==> config.mk <==
export PLATFORM = sky130hd
export DESIGN_NAME = fft_ctrl
export DESIGN_NICKNAME = d
export VERILOG_FILES = /design/src/rtl/fft_ctrl_pkg.sv /design/src/rtl/fft_addr_gen.sv /design/src/rtl/fft_ctrl.sv
export SDC_FILE = /design/constraint.sdc
export NUM_CORES = 1
export LEC_CHECK = 0
export BUFFER_PORTS_ARGS = -buffer_cell sky130_fd_sc_hd__buf_4
export CAP_MARGIN = 20
export CORE_MARGIN = 2
export CORE_UTILIZATION = 57
export DETAILED_ROUTE_END_ITERATION = 8
export HOLD_SLACK_MARGIN = 0.08
export MAX_ROUTING_LAYER = met4
export PLACE_DENSITY = 0.83
export SLEW_MARGIN = 20
export SYNTH_ARGS = -nofsm -noshare
export SYNTH_HDL_FRONTEND = slang
export SYNTH_SLANG_ARGS = --single-unit
==> constraint.sdc <==
create_clock -name clk -period 3.4 [get_ports clk]
set_input_delay 0 -clock clk [delete_from_list [all_inputs] [get_ports clk]]
set_output_delay 0 -clock clk [all_outputs]
set_load 0.05 [all_outputs]
==> src/rtl/fft_ctrl_pkg.sv <==
// ============================================================================
//  Module      : fft_ctrl_pkg
//  Description : Shared definitions for the radix-2 in-place DIT FFT
//                controller: state encoding, default sizing constants and
//                the stage-counter width helper.
//  Revision    : 1.0  initial release
// ============================================================================
`default_nettype none

package fft_ctrl_pkg;

  // Controller states; explicit 2-bit encoding so the state register is
  // identical in every build.
  typedef enum logic [1:0] {
    ST_IDLE  = 2'd0,
    ST_RUN   = 2'd1,
    ST_DRAIN = 2'd2,
    ST_DONE  = 2'd3
  } state_e;

  localparam int C_LOG2N_DEF  = 4;
  localparam int C_BF_LAT_DEF = 2;

  // Width of the stage counter: must hold 0..log2n.
  function automatic int stage_w(input int log2n);
    return $clog2(log2n + 1);
  endfunction

endpackage

`default_nettype wire

==> src/rtl/fft_addr_gen.sv <==
// ============================================================================
//  Module      : fft_addr_gen
//  Description : Combinational butterfly address / twiddle generator.
//                For stage s and butterfly k: half = 2**s, pos = k mod half,
//                a = (k div half)*2*half + pos, b = a + half,
//                tw = pos * 2**(LOG2N-1-s).
//  Ports       : k      - butterfly index within the stage (LOG2N-1 bits)
//                stage  - current stage number
//                addr_a - upper-leg read address
//                addr_b - lower-leg read address
//                tw_idx - twiddle ROM index
//  Revision    : 1.0  initial release
// ============================================================================
`default_nettype none

module fft_addr_gen
  import fft_ctrl_pkg::*;
#(
  parameter int LOG2N = C_LOG2N_DEF
) (
  input  logic [LOG2N-2:0]           k,
  input  logic [stage_w(LOG2N)-1:0]  stage,
  output logic [LOG2N-1:0]           addr_a,
  output logic [LOG2N-1:0]           addr_b,
  output logic [LOG2N-2:0]           tw_idx
);

  logic [LOG2N-2:0] w_pos_mask;
  logic [LOG2N-2:0] w_pos;
  logic [LOG2N-1:0] w_half;
  logic [LOG2N-1:0] w_base;

  always_comb begin
    // pos fits in LOG2N-1 bits because pos < half <= N/2.
    w_pos_mask = ~({(LOG2N-1){1'b1}} << stage);
    w_pos      = k & w_pos_mask;
    w_half     = {{(LOG2N-1){1'b0}}, 1'b1} << stage;
    // Clear the low s bits of k, then move the group number up one place.
    w_base     = ({1'b0, k} >> stage) << (stage + 1'b1);
    addr_a     = w_base | {1'b0, w_pos};
    // Bit s of addr_a is always zero, so OR is the same as adding half.
    addr_b     = addr_a | w_half;
    tw_idx     = w_pos << (LOG2N - 1 - int'(stage));
  end

endmodule

`default_nettype wire

==> src/rtl/fft_ctrl.sv <==
// ============================================================================
//  Module      : fft_ctrl
//  Description : Sequencer for a radix-2 in-place DIT FFT. Issues N/2
//                butterflies per stage over LOG2N stages, waits BF_LAT
//                cycles between stages for write-back, and delays the issue
//                strobe and addresses by BF_LAT cycles to form write strobes.
//  Ports       : clk, rst (async, active-high)
//                start  - request one transform (sampled in IDLE only)
//                hold   - stall butterfly issue
//                busy, done, bf_en, rd_addr_a/b, tw_idx, stage
//                wr_en, wr_addr_a/b - issue signals delayed BF_LAT cycles
//  Options     : FFT_CTRL_INVERSE_EN adds input inverse (latched on start)
//                and output tw_conj.
//  Revision    : 1.0  initial release
// ============================================================================
`default_nettype none

module fft_ctrl
  import fft_ctrl_pkg::*;
#(
  parameter int LOG2N  = C_LOG2N_DEF,
  parameter int BF_LAT = C_BF_LAT_DEF
) (
  input  logic                       clk,
  input  logic                       rst,
  input  logic                       start,
  input  logic                       hold,
`ifdef FFT_CTRL_INVERSE_EN
  input  logic                       inverse,
  output logic                       tw_conj,
`endif
  output logic                       busy,
  output logic                       done,
  output logic                       bf_en,
  output logic [LOG2N-1:0]           rd_addr_a,
  output logic [LOG2N-1:0]           rd_addr_b,
  output logic [LOG2N-2:0]           tw_idx,
  output logic [stage_w(LOG2N)-1:0]  stage,
  output logic                       wr_en,
  output logic [LOG2N-1:0]           wr_addr_a,
  output logic [LOG2N-1:0]           wr_addr_b
);

  localparam int C_SW = stage_w(LOG2N);
  localparam int C_KW = LOG2N - 1;

  state_e                        r_state_q, w_state_d;
  logic [C_KW-1:0]               r_k_q, w_k_d;
  logic [C_SW-1:0]               r_stage_q, w_stage_d;
  logic [2:0]                    r_drain_q, w_drain_d;
  logic [BF_LAT-1:0]             r_wen_q, w_wen_d;
  logic [BF_LAT-1:0][LOG2N-1:0]  r_wa_q, w_wa_d;
  logic [BF_LAT-1:0][LOG2N-1:0]  r_wb_q, w_wb_d;

  logic                          w_run;
  logic                          w_issue;
  logic [LOG2N-1:0]              w_addr_a;
  logic [LOG2N-1:0]              w_addr_b;
  logic [C_KW-1:0]               w_tw;

  fft_addr_gen #(
    .LOG2N (LOG2N)
  ) u_addr_gen (
    .k      (r_k_q),
    .stage  (r_stage_q),
    .addr_a (w_addr_a),
    .addr_b (w_addr_b),
    .tw_idx (w_tw)
  );

  assign w_run   = (r_state_q == ST_RUN);
  assign w_issue = w_run & ~hold;

  always_comb begin
    w_state_d = r_state_q;
    w_k_d     = r_k_q;
    w_stage_d = r_stage_q;
    w_drain_d = r_drain_q;
    unique case (r_state_q)
      ST_IDLE: begin
        if (start) begin
          w_state_d = ST_RUN;
          w_k_d     = '0;
          w_stage_d = '0;
        end
      end
      ST_RUN: begin
        if (w_issue) begin
          if (r_k_q == {C_KW{1'b1}}) begin
            w_state_d = ST_DRAIN;
            w_k_d     = '0;
            w_drain_d = '0;
          end else begin
            w_k_d = r_k_q + 1'b1;
          end
        end
      end
      ST_DRAIN: begin
        // Wait out the butterfly latency so the next stage never reads a
        // location that the previous stage has not yet written back.
        if (r_drain_q == 3'(BF_LAT - 1)) begin
          w_drain_d = '0;
          if (r_stage_q == C_SW'(LOG2N - 1)) begin
            w_state_d = ST_DONE;
          end else begin
            w_state_d = ST_RUN;
            w_stage_d = r_stage_q + 1'b1;
          end
        end else begin
          w_drain_d = r_drain_q + 1'b1;
        end
      end
      ST_DONE: begin
        w_state_d = ST_IDLE;
      end
      default: begin
        w_state_d = ST_IDLE;
      end
    endcase

    // Write delay line advances every cycle, independent of hold.
    w_wen_d    = r_wen_q;
    w_wa_d     = r_wa_q;
    w_wb_d     = r_wb_q;
    w_wen_d[0] = w_issue;
    w_wa_d[0]  = rd_addr_a;
    w_wb_d[0]  = rd_addr_b;
    for (int i = 1; i < BF_LAT; i++) begin
      w_wen_d[i] = r_wen_q[i-1];
      w_wa_d[i]  = r_wa_q[i-1];
      w_wb_d[i]  = r_wb_q[i-1];
    end
  end

  always_ff @(posedge clk or posedge rst) begin
    if (rst) begin
      r_state_q <= ST_IDLE;
      r_k_q     <= '0;
      r_stage_q <= '0;
      r_drain_q <= '0;
      r_wen_q   <= '0;
      r_wa_q    <= '0;
      r_wb_q    <= '0;
    end else begin
      r_state_q <= w_state_d;
      r_k_q     <= w_k_d;
      r_stage_q <= w_stage_d;
      r_drain_q <= w_drain_d;
      r_wen_q   <= w_wen_d;
      r_wa_q    <= w_wa_d;
      r_wb_q    <= w_wb_d;
    end
  end

`ifdef FFT_CTRL_INVERSE_EN
  logic r_inv_q, w_inv_d;

  always_comb begin
    w_inv_d = r_inv_q;
    if ((r_state_q == ST_IDLE) && start) begin
      w_inv_d = inverse;
    end
  end

  always_ff @(posedge clk or posedge rst) begin
    if (rst) begin
      r_inv_q <= 1'b0;
    end else begin
      r_inv_q <= w_inv_d;
    end
  end

  assign tw_conj = r_inv_q;
`endif

  // Read-side outputs are forced to zero outside RUN; during a hold they
  // stay frozen on the pending butterfly.
  assign busy      = w_run | (r_state_q == ST_DRAIN);
  assign done      = (r_state_q == ST_DONE);
  assign bf_en     = w_issue;
  assign rd_addr_a = w_run ? w_addr_a : '0;
  assign rd_addr_b = w_run ? w_addr_b : '0;
  assign tw_idx    = w_run ? w_tw     : '0;
  assign stage     = r_stage_q;
  assign wr_en     = r_wen_q[BF_LAT-1];
  assign wr_addr_a = r_wa_q[BF_LAT-1];
  assign wr_addr_b = r_wb_q[BF_LAT-1];

endmodule

`default_nettype wire

Word-level counts from Yosys, hierarchy flattened
Index checks and enable logic that the tools add are counted.
{"block": "word_totals", "latchBits": 0, "rom_bits": 0, "ram_bits": 0, "wordCells": 64, "memories": 0, "in_bits": 4, "register_bits": 29}
{"block": "op_classes", "reduce_logical": 8, "shifts": 5, "n_mux": 20, "div_mod_pow": 0, "eq_ne": 11, "multipliers": 0, "n_addsub": 4, "n_bitwise": 7, "order_cmp": 0}
{"op": "$shl A3 B32 Y3", "n": 1}
{"op": "$mux W3", "n": 9}
{"op": "$pmux W3 S2", "n": 3}
{"op": "$mux W2", "n": 5}
{"op": "$add A3 B1 Y3 const B", "n": 3}
{"op": "$mux W4", "n": 2}
{"op": "$ne A2 B2 Y1 const B", "n": 4}
{"op": "$pmux W2 S4", "n": 1}
{"op": "$reduce_and A4 Y1", "n": 2}
{"op": "$reduce_and A3 Y1", "n": 2}
{"op": "$reduce_bool A2 Y1", "n": 3}
{"op": "$eq A2 B2 Y1 const B", "n": 2}
{"op": "$or A4 B3 Y4", "n": 1}
{"op": "$or A4 B4 Y4", "n": 1}
{"op": "$shl A1 B3 Y4 const A", "n": 1}
{"op": "$shl A4 B3 Y4", "n": 1}
{"op": "$shr A3 B3 Y4", "n": 1}
{"op": "$sub A2 B3 Y4 const A", "n": 1}
{"op": "$and A3 B3 Y3", "n": 1}
{"op": "$eq A3 B1 Y1 const B", "n": 1}
{"op": "$eq A3 B2 Y1 const B", "n": 1}
{"op": "$eq A3 B3 Y1 const B", "n": 1}
{"op": "$not A3 Y3", "n": 1}
{"op": "$shl A3 B3 Y3 const A", "n": 1}
{"op": "other kinds (6)", "n": 6}

Longest topological paths before layout
Gate-level depths: netlist of the first run.
{"block": "depth", "word_depth": 6, "depth_mapped": 7, "depth_no_buf": 7}

Modules after synthesis
From an unflattened synthesis of the first run, not the netlist that was laid out.
{"block": "unflattened", "cells_unflattened": 163, "hier_area_um2": 1650.3}
{"module": "fft_ctrl", "instances": 1, "seq_area_each_um2": 725.7, "area_per_inst_um2": 1318.8, "cells_per_inst": 113}
{"module": "fft_addr_gen", "instances": 1, "seq_area_each_um2": 0.0, "area_per_inst_um2": 331.6, "cells_per_inst": 50}

Worst setup path after synthesis of the first run
No wires, ideal clock.
{"block": "synth_timing", "path_type": "register -> output", "startpoint": "reg r_stage_q[0], in the netlist stage[0]", "endpoint": "out tw_idx[2]", "stages_incl_launch_ff": 8, "t_required_ns": 3.400, "path_buffers": 1, "arrival_time_ns": 4.032, "slack_ns": -0.632, "cell_sequence": "dfrtp_1 -> clkbuf_1 -> inv_1 -> ha_1 -> nand2b_1 -> and2_1 -> nand2_1 -> a2111oi_0"}
{"block": "synth_between", "elab_chain_cells": 5}
{"element": "from (decl)", "line": "fft_ctrl.sv:49", "text": "logic [C_SW-1:0] r_stage_q, w_stage_d;"}
{"element": "from (signal assigned)", "line": "fft_ctrl.sv:147", "text": "r_stage_q <= w_stage_d;"}
{"element": "$shl A3 B3 Y3", "line": "fft_addr_gen.sv:35", "text": "w_pos_mask = ~({(LOG2N-1){1'b1}} << stage);"}
{"element": "$not A3 Y3", "line": "fft_addr_gen.sv:35"}
{"element": "$and A3 B3 Y3", "line": "fft_addr_gen.sv:36", "text": "w_pos = k & w_pos_mask;"}
{"element": "$shl A3 B32 Y3 (*)", "line": "fft_addr_gen.sv:43", "text": "tw_idx = w_pos << (LOG2N - 1 - int'(stage));"}
{"element": "$mux W3 (*)", "line": "fft_ctrl.sv:183", "text": "assign tw_idx = w_run ? w_tw : '0;"}
{"element": "to (decl)", "line": "fft_ctrl.sv:37", "text": "output logic [LOG2N-2:0] tw_idx,"}
Every way passes the cells marked *; elsewhere a longest branch is shown, timed or not.

Worst setup path after layout of the first run
{"block": "layout_timing", "startpoint": "reg r_stage_q[1], in the netlist stage[1]", "endpoint": "out rd_addr_a[3]"}
{"block": "layout_between", "elab_chain_cells": 4}
{"element": "$add A3 B1 Y3 / $shr A3 B3 Y4 (equally long branches)", "line": "fft_addr_gen.sv:39", "text": "w_base = ({1'b0, k} >> stage) << (stage + 1'b1);"}
{"element": "$shl A4 B3 Y4 (*)", "line": "fft_addr_gen.sv:39"}
{"element": "$or A4 B3 Y4 (*)", "line": "fft_addr_gen.sv:40", "text": "addr_a = w_base | {1'b0, w_pos};"}
{"element": "$mux W4 (*)", "line": "fft_ctrl.sv:181", "text": "assign rd_addr_a = w_run ? w_addr_a : '0;"}
{"element": "to (decl)", "line": "fft_ctrl.sv:35", "text": "output logic [LOG2N-1:0] rd_addr_a,"}
Marks and branches as above.

==> summary by stage, run 1 <==
Critical path
The largest single stage delay on the critical path is 0.57 ns. The critical path contains buffers and inverters numbering 2 combined. The critical path's most frequent cell is sky130_fd_sc_hd__ha_1.

STA classifies the critical path endpoint as an output port. Grouping stages by cell kind, the critical path spends the most delay in flip-flops. The source of the worst register-to-register timing path is r_state_q[0]. The critical path goes through ha_1 -> inv_1 -> ha_1 -> nor2_1 -> nand3_1 -> o21ai_0 -> and2_1 -> buf_4. The count of cells along the worst register-to-register path is 6. The worst setup path is of the register to output port kind.

The worst setup slack for register-to-register paths is 1.46 ns. At the worst endpoint, the required time is 3.40 ns. The most critical setup path has its startpoint at stage[1]. The master of the slowest instance on the critical path is sky130_fd_sc_hd__dfrtp_1. The capture point of the worst reg-to-reg path is r_drain_q[2]. Along the worst path, the maximum fanout reaches 10. The critical path startpoint category is a register.

The worst path arrival time is 2.37 ns.

Cells and area
0 antenna diodes ended up in the layout. Counting the fill cells in the layout gives 179. Summing all flip-flop and latch instances after layout gives 725.7 um^2. The multi-input combinational cell area is 630.6 um^2. For this run, the post-layout net count is 185. The area growth from synthesis to final layout is 16.77%. The share of final-layout standard cells stronger than drive strength 1 is 0.2412. The final standard cell count with taps included and fillers excluded is 200. The post-route core utilization is 0.6993.

Global route
The first global-routing pass estimated 4664 um of wire. The initial antenna violation count is 0. The via count of the first global-routing pass was 1049. The total overflow left after global routing is 0. Entering global routing, the biggest net connects 30 pins. The global-route usage over all layers is 0.2378.

Drt
The final route contains 1147 vias. In the routed design, unresolved DRC markers number 0. In this run, the number of DRC markers left after iteration 0 of detailed routing was 21.

After detailed routing, the number of vias per cell comes to 5.735. The routed design has 2985 um of wire. Once detail routing completed, the nets flagged for antenna violations numbered 0. The number of detailed-routing iterations run before antenna repair is 4.

In the final routed layout, each cell accounts on average for 14.93 um.

CTS
The clock edge transition at the registers on the reported setup and hold paths is 0.09 ns. Clock tree synthesis found a total of 29 sinks. The worst-case clock buffer depth is 2.

The H-tree generated during clock tree synthesis spans 2 levels. The later-pin clock latency in the skew report is 0.32 ns. In this run, post-CTS repair resized a total of 0 instances.

The root buffer cell chosen for the clock tree is sky130_fd_sc_hd__clkbuf_4. The clock tree from TritonCTS is built. The buffer count from post-CTS setup fixing is 0. Buffers inserted during clock tree synthesis total 5.

Floorplan
The full die area is 3001 um^2. The row count is 18. The core outline area is 2455 um^2. During I/O placement, the number of pins put on the boundary was 30. The starting utilization of the core area is 0.5989.

In this run the horizontal extent of the chip is 54.79 um. The die is 54.79 um tall.

STA
The routed design could run at a clock period as short as 2.367 ns. The final-report setup violation count is 0. Setup repair after global routing left no endpoint under its margin. The remaining max-slew budget at the tightest pin is 0.6085. The worst-case setup margin in the final layout is 1.033 ns. The final-layout worst hold slack is 0.1196 ns.

Static timing analysis puts the maximum clock frequency at 422.5 MHz. The final hold violation count is 0. In the finished design, the share of the clock period the worst path needs comes to 0.6961. The summed negative setup slack over all endpoints is 0 ns. The max-slew violation count is 0. On the final layout, the worst clock skew is 0.006889 ns. The pin slew with the least headroom to its limit is 0.5864 ns.

Yosys
Of the post-synthesis cell area, the dominant cell type holds 0.4936. After synthesis, the most frequently instantiated cells are 29 x sky130_fd_sc_hd__dfrtp_1, 14 x sky130_fd_sc_hd__nand2_1, 12 x sky130_fd_sc_hd__ha_1. In the post-synthesis netlist, the biggest area contributors are sky130_fd_sc_hd__dfrtp_1 49%, sky130_fd_sc_hd__ha_1 10%, sky130_fd_sc_hd__buf_4 4.1%, sky130_fd_sc_hd__nand2_1 3.6%, sky130_fd_sc_hd__a21oi_1 3.1%. The cell accounting for the most synthesized area is sky130_fd_sc_hd__dfrtp_1. Among all flip-flop cells after synthesis, the most frequent one is sky130_fd_sc_hd__dfrtp_1. Counting flops with a built-in enable in the synthesized netlist gives 0.

For this run, the number of Yosys warnings is 0. The register bit total from synthesis is 29. The post-synthesis sequential area ratio is 0.4936. The net count after synthesis is 160. In the post-synthesis netlist, the cell with the most instances is sky130_fd_sc_hd__dfrtp_1.

The mean area per synthesized cell is 10.21 um^2. The mapped cell area is 1470 um^2. The share of flip-flops with an asynchronous set or reset after synthesis is 1.000.

Yosys mapped the design onto 35 distinct sky130hd cell types. After technology mapping, the gate count stands at 144.

Place
Timing analysis after detailed placement gives a worst setup slack of 1.452 ns. The count of buffers inserted at the top-level ports is 29. Routability-driven placement finished with a final weighted congestion of 0.8005.

Summed over all nets, the half-perimeter wirelength after detailed placement is 2168 um. The number of placed instances, taps included, is 190.

Worst hold path
Counting instances, the worst hold path has a depth of 4. The path type of the worst min-delay path is input pin to register. The worst min-delay path endpoint is r_state_q[0]. The launch point of the worst hold path is start.

Run status
The run finished with clean final reports.

Run
The max-capacitance violation count is 0.

Power
The highest ir drop seen on vdd is 0.0007306 V. The leakage power is 0.8474 nW. For this design the ratio of total power to cell area is 968.4 nW/um^2.
## stage by stage
stage	power, mW	cell area, um^2
2_1_floorplan	1.257	1471
3_3_place_gp	1.419	1645
3_5_place_dp	1.463	1645
4_1_cts	1.665	1717
5_1_grt	1.769	1717
6_report	1.662	1717
## layer usage
metal	GRT usage	vias to the layer above	wire [um]
li1	-	543	-
met5	-	-	0
met4	0.1458	0	104
met3	0.06011	16	156
met1	0.2622	546	1205
met2	0.3829	42	1519
## worst min-delay path: cells and delay by family
| kind | cells | cell delay (ns) |
|---|---|---|
| AO/OA/AOI/OAI | 2 | 0.21 |
| AND/OR/NAND/NOR | 1 | 0.11 |
| buffers and inverters | 1 | 0.08 |
## cells in the final DEF (no fill, tap or decap), drive strengths merged
master / n
clkbuf: 6
nand4b: 1
nor2b: 2
a21oi: 9
nand2b: 3
mux2: 1
dfrtp: 29
a21o: 1
dlygate4sd3: 2
a2111oi: 3
nand2: 14
clkinv: 3
nor2: 10
o21ai: 9
a32oi: 1
xor2: 1
nor3: 3
nand4: 1
ha: 12
inv: 8
nand3: 6
buf: 29
o31a: 1
and2: 3
a31oi: 1
nand3b: 1
or3b: 1
a221oi: 2
a22oi: 2
nor4: 2
o21bai: 1
o211ai: 1
o21a: 1
## state kept, by name (all words and copies together), names as in the netlist
| signal | cells |
|---|---|
| r_wa_q | 4 |
| r_wen_q | 2 |
| wr_addr_b | 4 |
| r_drain_q | 3 |
| r_state_q | 2 |
| r_wb_q | 4 |
| wr_addr_a | 4 |
| r_k_q | 3 |
| stage | 3 |
## how the worst max path moves through the flow
stage | end | cells after the start
after global routing | rd_addr_b[3] | 8
after floorplan | tw_idx[2] | 7
after detailed placement | rd_addr_a[3] | 8
after CTS | rd_addr_a[3] | 8
after global placement | tw_idx[2] | 7
final | rd_addr_a[3] | 8
## cells by family after synthesis
logic type	count (synthesis)	share of synthesized area
and+or+nand+nor	47	0.1575
AOI/OAI and AO/OA	32	0.1549
DFF	29	0.4936
buffers and inverters	22	0.07830
adders and majority gates	12	0.1021
xor gates and xnor gates	1	0.005959
muxes	1	0.007659
## power by group
part / switching [mW] / internal [mW]
logic: 0.628 / 0.289
registers: 0.105 / 0.444
clock network: 0.117 / 0.0786
## area by class of cell
type | instances | area share
sequential | 29 | 0.4227
clock buffer | 6 | 0.02405
clock inverter | 2 | 0.005831
multi-input combinational | 93 | 0.3673
tap | 30 | 0.02187
timing repair buffer | 31 | 0.1385
inverter | 9 | 0.01968
## repair_timing
item / CTS / global route
endpoints found under the hold margin: 32 / 0
endpoints found under the setup margin: 0 / 0
hold buffers: 2 / 0
No activity file was read; power rests on OpenSTA's default activity.
==> run 2: changes to the inputs <==
--- a/config.mk
+++ b/config.mk
@@ -8,11 +8,11 @@
 export BUFFER_PORTS_ARGS = -buffer_cell sky130_fd_sc_hd__buf_4
 export CAP_MARGIN = 20
 export CORE_MARGIN = 2
-export CORE_UTILIZATION = 57
+export CORE_UTILIZATION = 48
 export DETAILED_ROUTE_END_ITERATION = 8
 export HOLD_SLACK_MARGIN = 0.08
 export MAX_ROUTING_LAYER = met4
-export PLACE_DENSITY = 0.83
+export PLACE_DENSITY = 0.75
 export SLEW_MARGIN = 20
 export SYNTH_ARGS = -nofsm -noshare
 export SYNTH_HDL_FRONTEND = slang
==> constraint.sdc (replaced) <==
create_clock -name clk -period 1.9 [get_ports clk]
set_input_delay 0 -clock clk [delete_from_list [all_inputs] [get_ports clk]]
set_output_delay 0 -clock clk [all_outputs]
set_load 0.05 [all_outputs]
==> run 2 against run 1 <==
Against the previous run: first-iteration DRC count up 150%; critical endpoint is now rd_addr_b[1]; worst hold slack worse by 0.075 ns; sequential share of layout area down 10 points; setup slack worse by 1.1 ns; flip-flop and latch count unchanged; register-to-register slack worse by 1.4 ns; the run now ends with setup timing left; clock skew up 0.012 ns; utilization up 6.6 points; highest routed layer unchanged; cell area up 33%.
==> summary by stage, run 2 (synthesized netlist as in run 1, its figures left out) <==
Drt
The detailed-route via count is 1270 (+11%). The mean number of vias per cell is 5.546 (-3.3%). The total wire length after detailed routing is 3835 um (+28%). The number of violations reported at the end of detailed-routing iteration 0 is 52 (+150%). The DRC violations left is 0 (unchanged). The number of detailed-routing iterations run before antenna repair is 4 (unchanged). The average routed wire per standard cell was 16.75 um (+12%). The remaining antenna violation count after routing is 0 (unchanged).

Critical path
The worst path arrival time is 2.01 ns (-0.36 ns). The worst setup path is of the register to output port kind. The critical path startpoint category is a register. The critical path data required time is 1.90 ns (-1.50 ns). The biggest fanout along the worst timing path is 4 (-6). STA classifies the critical path endpoint as an output port.

Global route
The global-route usage over all layers is 0.2230 (-0.01483). The initial antenna violation count is 0 (unchanged). The wire length of the first global-routing pass is 5678 um (+22%). The largest net degree at the start of global routing is 18 (-40%). The global-route congestion overflow total was 0 (unchanged). The via count of the first global-routing pass is 1253 (+19%).

Run status
The checks that failed: setup timing. The run finished, with violations left.

CTS
The number of buffers created by CTS is 5 (unchanged). TritonCTS built the clock tree. The count of H-tree levels built during CTS was 2 (unchanged). The worst-case clock buffer depth was 2 (unchanged).

The TritonCTS sink count is 29 (unchanged). The later-pin clock latency in the skew report is 0.34 ns (+0.02 ns). The clock edge transition at the registers on the reported setup and hold paths is 0.11 ns (+0.02 ns). Clock tree synthesis selected as its root buffer the cell sky130_fd_sc_hd__clkbuf_4.

Cells and area
The library cell used most frequently in the layout, excluding fill and tap cells, is sky130_fd_sc_hd__buf_4. The share of final-layout standard cells stronger than drive strength 1 is 0.5612 (+0.3200). The number of nets at the end of the flow was 211 (+14%). Leaving out fill and tap cells, the most frequent cells in the layout are 42 x sky130_fd_sc_hd__buf_4, 25 x sky130_fd_sc_hd__dfrtp_1, 12 x sky130_fd_sc_hd__nand2_1, 8 x sky130_fd_sc_hd__ha_1, 8 x sky130_fd_sc_hd__buf_6. The number of antenna cells inserted is 0 (unchanged). The final standard cell count with taps included and fillers excluded is 229 (+14%).

The area taken by flip-flops and latches is 730.7 um^2 (+0.69%). The filler cell count in the final layout is 186 (+3.9%). The multi-input combinational cell area is 890.9 um^2 (+41%).

The final instance area is 2278 um^2 (+33%). The post-route core utilization is 0.7651 (+0.06584). The area growth from synthesis to layout is 54.98%.

Place
The count of buffers inserted at the top-level ports is 29 (unchanged). The routability congestion estimate came to 0.9070 (+13%). The total cell area at the placement stage is 1872 um^2 (+14%). The instance count after placement with tap cells included is 203 (+6.8%).

The sum of net half-perimeters after detailed placement is 2365 um (+9.1%).

Power
The net switching fraction of the power is 0.4953 (-0.01651). The highest ir drop seen on vdd is 0.001018 V (+39%). The total power divided by cell area was 1725 nW/um^2 (+78%). The switching power is 1.947 mW (+130%). The sequential cell fraction of total power came to 0.246 (-0.084). The clock network fraction of total power is 0.093 (-0.025). The post-route total power is 3.930 mW (+140%). The leakage power is 1.052 nW (+24%). The total internal power came to 1.984 mW (+140%).

The part of the power in combinational logic came to 0.661 (+0.109).

Floorplan
The core outline area came to 2978 um^2 (+21%). The I/O pin count is 30 (unchanged). The row count is 20 (+2). The vertical die dimension is 59.34 um (+8.3%).

The full die area is 3521 um^2 (+17%). The die width is 59.34 um (+8.3%). The starting utilization of the core area is 0.4937 (-0.1052).

Run
The max-capacitance violation count is 0 (unchanged).

STA
The routed design could run at a clock period as short as 2.008 ns. The final critical-path share of the clock period is 1.057. The final-report setup violation count is 7 (+7). The remaining max-slew budget at the tightest pin is 0.5700 (-0.03856).

Setup repair after global routing could not meet its margin everywhere. The final worst clock skew was 0.01891 ns (+0.01202 ns). The final-layout worst hold slack is 0.04506 ns (-0.07450 ns). The pin slew with the least headroom to its limit is 0.6444 ns (+0.05798 ns).

The final hold violation count is 0 (unchanged). The max-slew violation count came to 0 (unchanged). The worst-case setup margin in the final layout came to -0.1083 ns (-1.141 ns). Based on the critical path, the design can be clocked at up to 497.9 MHz.

Worst hold path
The path type of the worst min-delay path is input pin to register.
## run 2: power by group through the flow
stage / logic [mW] / clock network [mW] / registers, mW
3_5_place_dp: 2.00 / 0 / 0.964
5_1_grt: 2.76 / 0.408 / 0.989
4_1_cts: 2.24 / 0.374 / 0.945
3_3_place_gp: 1.94 / 0 / 0.948
6_report: 2.60 / 0.367 / 0.965
2_1_floorplan: 1.49 / 0 / 1.01
## run 2: final cells by class
cell class                      instances  share of cell area
Clock inverter                          3            0.007688
Inverter                                9             0.02197
Clock buffer                            5             0.01647
Sequential cell                        29              0.3207
Tap cell                               33             0.01812
Multi-Input combinational cell         93              0.3910
Timing Repair Buffer                   57              0.2241
## run 2: final timing paths
| path | startpoint | end | slack, ns | cells after the start |
|---|---|---|---|---|
| worst max-delay path | stage[1] | rd_addr_b[1] | -0.11 | 6 |
| worst min-delay path | start | r_state_q[0] | 0.05 | 4 |
| worst max register to register | stage[1] | stage[1] | 0.05 | 7 |
| worst min register to register | r_wa_q[3] | wr_addr_a[3] | 0.36 | 0 |
| max in group asynchronous | rst | r_wb_q[2] | 0.97 | 4 |
| min in group asynchronous | rst | r_state_q[1] | 0.30 | 3 |
## run 2: timing repair
item | CTS | global route
setup endpoints to repair | 12 | 15
gates resized for setup | 26 | 22
setup buffers | 4 | 11
pin swaps | 6 | 11
hold endpoints to repair | 19 | 0
hold buffers | 2 | 0
gates cloned | 0 | 1
## run 2: metal layers
metal  vias up  share of wire  track usage
met4         0          0.041      0.05519
li1        592              -            -
met2        52           0.52       0.3893
met3        16          0.069      0.06550
met1       610           0.37       0.2479
met5         -              0            -
## run 2: worst max-delay path, cell delays in order, from the launching register on
cell and delay (ns):
sky130_fd_sc_hd__dfrtp_2 0.47, sky130_fd_sc_hd__buf_6 0.16, sky130_fd_sc_hd__nor3_4 0.20, sky130_fd_sc_hd__a32oi_2 0.09, sky130_fd_sc_hd__o31a_1 0.38, sky130_fd_sc_hd__a21oi_4 0.19, sky130_fd_sc_hd__buf_6 0.17
## run 2: per-stage QoR
| step | setup TNS, ns | worst slack (ns) |
|---|---|---|
| 2_1_floorplan | -0.09912 | -0.03966 |
| 5_1_grt | -1.141 | -0.1696 |
| 3_5_place_dp | 0 | 0.08713 |
| 3_3_place_gp | 0 | 0.1377 |
| 6_report | -0.5235 | -0.1083 |
| 4_1_cts | -0.4778 | -0.09237 |
==> run 3: changes to the inputs <==
--- a/config.mk
+++ b/config.mk
@@ -13,6 +13,7 @@
 export HOLD_SLACK_MARGIN = 0.08
 export MAX_ROUTING_LAYER = met4
 export PLACE_DENSITY = 0.75
+export REMOVE_ABC_BUFFERS = 1
 export SLEW_MARGIN = 20
 export SYNTH_ARGS = -nofsm -noshare
 export SYNTH_HDL_FRONTEND = slang
==> run 3 against run 2 <==
Against the previous run: the flow still finishes with violations (setup timing); flip-flop and latch count is the same; cell area shrank 12%; utilization shrank 9.4 points; critical path depth is the same; via count shrank 2.8%; clock skew shrank 0.0021 ns; first-iteration DRC count shrank 40%; non-clock buffer count shrank 12; sequential power shrank 0.9%; worst hold slack gained 0.22 ns; total power shrank 12%; combinational power shrank 19%; critical path type unchanged.
==> summary by stage, run 3 (synthesized netlist as in run 1, its figures left out) <==
Global route
The initial antenna violation count was 0 (unchanged). The wire length of the first global-routing pass is 5140 um (-9.5%). The largest net degree at the start of global routing came to 30 (+12). The global-route congestion overflow total is 0 (unchanged). The global-route usage over all layers is 0.2125 (-0.01054). The via count of the first global-routing pass is 1147 (-8.5%).

Drt
The number of detailed-routing iterations run before antenna repair is 4 (unchanged). The remaining antenna violation count after routing is 0 (unchanged). The mean number of vias per cell is 5.687 (+2.5%). The average routed wire per standard cell came to 15.13 um (-9.7%). The DRC violations left is 0 (unchanged). The number of violations reported at the end of detailed-routing iteration 0 is 31 (-40%). The total wire length after detailed routing is 3283 um (-14%). The detailed-route via count came to 1234 (-2.8%).

Floorplan
The full die area is 3521 um^2 (unchanged). The starting utilization of the core area is 0.4937 (unchanged). The vertical die dimension is 59.34 um (unchanged). The row count was 20 (unchanged). The die width was 59.34 um (unchanged). The core outline area is 2978 um^2 (unchanged). The I/O pin count was 30 (unchanged).

Cells and area
The number of antenna cells inserted was 0 (unchanged). Leaving out fill and tap cells, the most frequent cells in the layout are 32 x sky130_fd_sc_hd__buf_4, 28 x sky130_fd_sc_hd__dfrtp_1, 13 x sky130_fd_sc_hd__nand2_1, 9 x sky130_fd_sc_hd__ha_1, 9 x sky130_fd_sc_hd__buf_6. The library cell used most frequently in the layout, excluding fill and tap cells, is sky130_fd_sc_hd__buf_4. The share of final-layout standard cells stronger than drive strength 1 is 0.4185 (-0.1427).

The final instance area is 1999 um^2 (-12%). The area growth from synthesis to final layout is 36.00%. The number of nets at the end of the flow came to 199 (-5.7%).

Critical path
The capture point of the worst reg-to-reg path is stage[1]. The start-to-end type of the worst setup path is register to output port. Traced cell by cell, the critical path runs through buf_6 -> nor3_4 -> a32oi_1 -> o31a_1 -> a21oi_2 -> buf_6. Counting stages on the worst path, the most repeated cell is sky130_fd_sc_hd__buf_6. The biggest fanout along the worst timing path is 5 (+1).

The slowest stage of the critical path belongs to the cell sky130_fd_sc_hd__dfrtp_1. The source of the worst register-to-register timing path is stage[1]. The critical path data required time came to 1.90 ns (about the same). The number of buffers and inverters on the critical path is 2 (unchanged). The critical path capture point is rd_addr_b[1]. The worst path arrival time is 1.97 ns (-0.04 ns). The critical path startpoint category is a register.

In this design, the largest share of critical-path delay is due to compound AO/OA/AOI/OAI gates. The critical path's largest stage delay is 0.45 ns (-0.02 ns). The endpoint class of the critical path is an output port. The count of cells along the worst register-to-register path is 6 (-1). The worst setup slack for register-to-register paths is 0.18 ns (+0.13 ns). The total number of cells along the worst setup path is 6 (unchanged). In this run the worst setup path begins at stage[1].

CTS
The clock edge transition at the registers on the reported setup and hold paths is 0.11 ns (about the same). The count of H-tree levels built during CTS is 2 (unchanged). Clock tree synthesis selected as its root buffer the cell sky130_fd_sc_hd__clkbuf_4. The later-pin clock latency in the skew report is 0.35 ns (about the same). The clock tree from TritonCTS is built. The TritonCTS sink count is 29 (unchanged).

The number of buffers created by CTS was 5 (unchanged). The worst-case clock buffer depth is 2 (unchanged).

Power
The part of the power in combinational logic is 0.612 (-0.049). The total power divided by cell area is 1724 nW/um^2 (about the same). The leakage power is 0.9463 nW (-10%). The total internal power came to 1.724 mW (-13%).

The clock network fraction of total power is 0.110 (+0.017). The highest ir drop seen on vdd is 0.001022 V (+0.43%). The net switching fraction of the power came to 0.4998 (+0.004516). The sequential cell fraction of total power is 0.277 (+0.031). The switching power is 1.723 mW (-12%).

Place
The total cell area at the placement stage came to 1708 um^2 (-8.8%). The routability congestion estimate is 0.8460 (-6.7%). The worst setup slack before clock tree synthesis is 0.1350 ns (+0.04787 ns). The count of buffers inserted at the top-level ports is 29 (unchanged).

The sum of net half-perimeters after detailed placement was 2273 um (-3.9%).

STA
The worst-case setup margin in the final layout is -0.07352 ns (+0.03477 ns). The final hold violation count is 0 (unchanged). The maximum clock rate is 506.7 MHz (+1.8%). The final-report setup violation count is 8 (+1). The max-slew violation count is 0 (unchanged). The post-route minimum period was 1.974 ns (-0.03477 ns). Setup repair after global routing could not meet its margin everywhere.

The final worst clock skew is 0.01685 ns (-0.002067 ns). The pin slew with the least headroom to its limit is 0.5120 ns (-0.1324 ns). The final critical-path share of the clock period is 1.039 (-0.01830). The remaining max-slew budget at the tightest pin is 0.6580 (+0.08804).

Run
The max-capacitance violation count is 0 (unchanged).

Run status
The final reports fail on setup timing. The run finished, with violations left.

Worst hold path
The path type of the worst min-delay path is input pin to async pin.
==> run 3: changes by cell type in the layout (fill, tap and decap cells not counted), sizes merged <==
cell and delta:
clkinv -1, clkbuf -1, dlygate4sd3 +1, inv +1, buf -12
==> run 3: per-stage QoR <==
stage | instances | TNS (ns) | hold WS [ns] | power, mW | utilization
2_1_floorplan | 131 | -10.36 | 0.07811 | 2.178 | -
3_3_place_gp | 201 | 0 | 0.08938 | 2.652 | 0.5735
3_5_place_dp | 201 | 0 | 0.1034 | 2.700 | 0.5735
4_1_cts | 213 | -0.9764 | 0.2756 | 3.237 | 0.6336
5_1_grt | 217 | -1.291 | 0.3052 | 3.659 | 0.6714
6_report | 217 | -0.3408 | 0.2639 | 3.447 | 0.6714
==> run 3: worst reg2reg max path, cell delays in order (launching register included) <==
cell,delay (ns)
sky130_fd_sc_hd__dfrtp_1,0.45
sky130_fd_sc_hd__ha_2,0.21
sky130_fd_sc_hd__ha_1,0.21
sky130_fd_sc_hd__and2_1,0.18
sky130_fd_sc_hd__a2111oi_4,0.39
sky130_fd_sc_hd__nand3_1,0.11
sky130_fd_sc_hd__o21ai_0,0.08
==> run 3: repair_timing <==
| action | CTS | global route |
|---|---|---|
| setup buffers | 1 | 5 |
| setup endpoints to repair | 9 | 12 |
| hold endpoints to repair | 34 | 0 |
| pin swaps | 7 | 11 |
| hold buffers | 3 | 0 |
| gates resized for setup | 22 | 21 |
==> run 3: metal layers <==
layer / track usage / routed length [um] / vias to the layer above
met1: 0.2210 / 1289 / 617
li1: - / - / 567
met4: 0.1234 / 85 / 0
met3: 0.07205 / 144 / 11
met2: 0.3469 / 1764 / 39
met5: - / 0 / -
==> run 3: power groups by stage <==
stage          registers (mW)  clock network, mW  logic (mW)
3_3_place_gp            0.947                  0        1.71
3_5_place_dp            0.956                  0        1.74
5_1_grt                 0.980              0.420        2.26
4_1_cts                 0.944              0.391        1.90
6_report                0.956              0.380        2.11
2_1_floorplan            1.15                  0        1.02
==> run 3: worst min-delay path by stage <==
| stage | startpoint | end | slack, ns |
|---|---|---|---|
| 6_report | rst | r_wb_q[3] | 0.26 |
| 5_1_grt | rst | r_wb_q[3] | 0.31 |
| 4_1_cts | rst | r_wb_q[3] | 0.28 |
| 3_5_place_dp | rst | wr_addr_a[3] | 0.10 |
| 3_3_place_gp | rst | wr_addr_a[3] | 0.09 |
| 2_1_floorplan | rst | r_drain_q[0] | 0.08 |
==> run 3: area by class of cell <==
type / count / area (um^2)
flip-flops and latches: 29 / 726.9
inverters: 9 / 33.78
clock inverters: 3 / 17.52
repair buffers: 45 / 386.6
clock buffers: 5 / 37.54
multi-input cells: 93 / 755.7
well taps: 33 / 41.29
fillers: 227 / 978.4
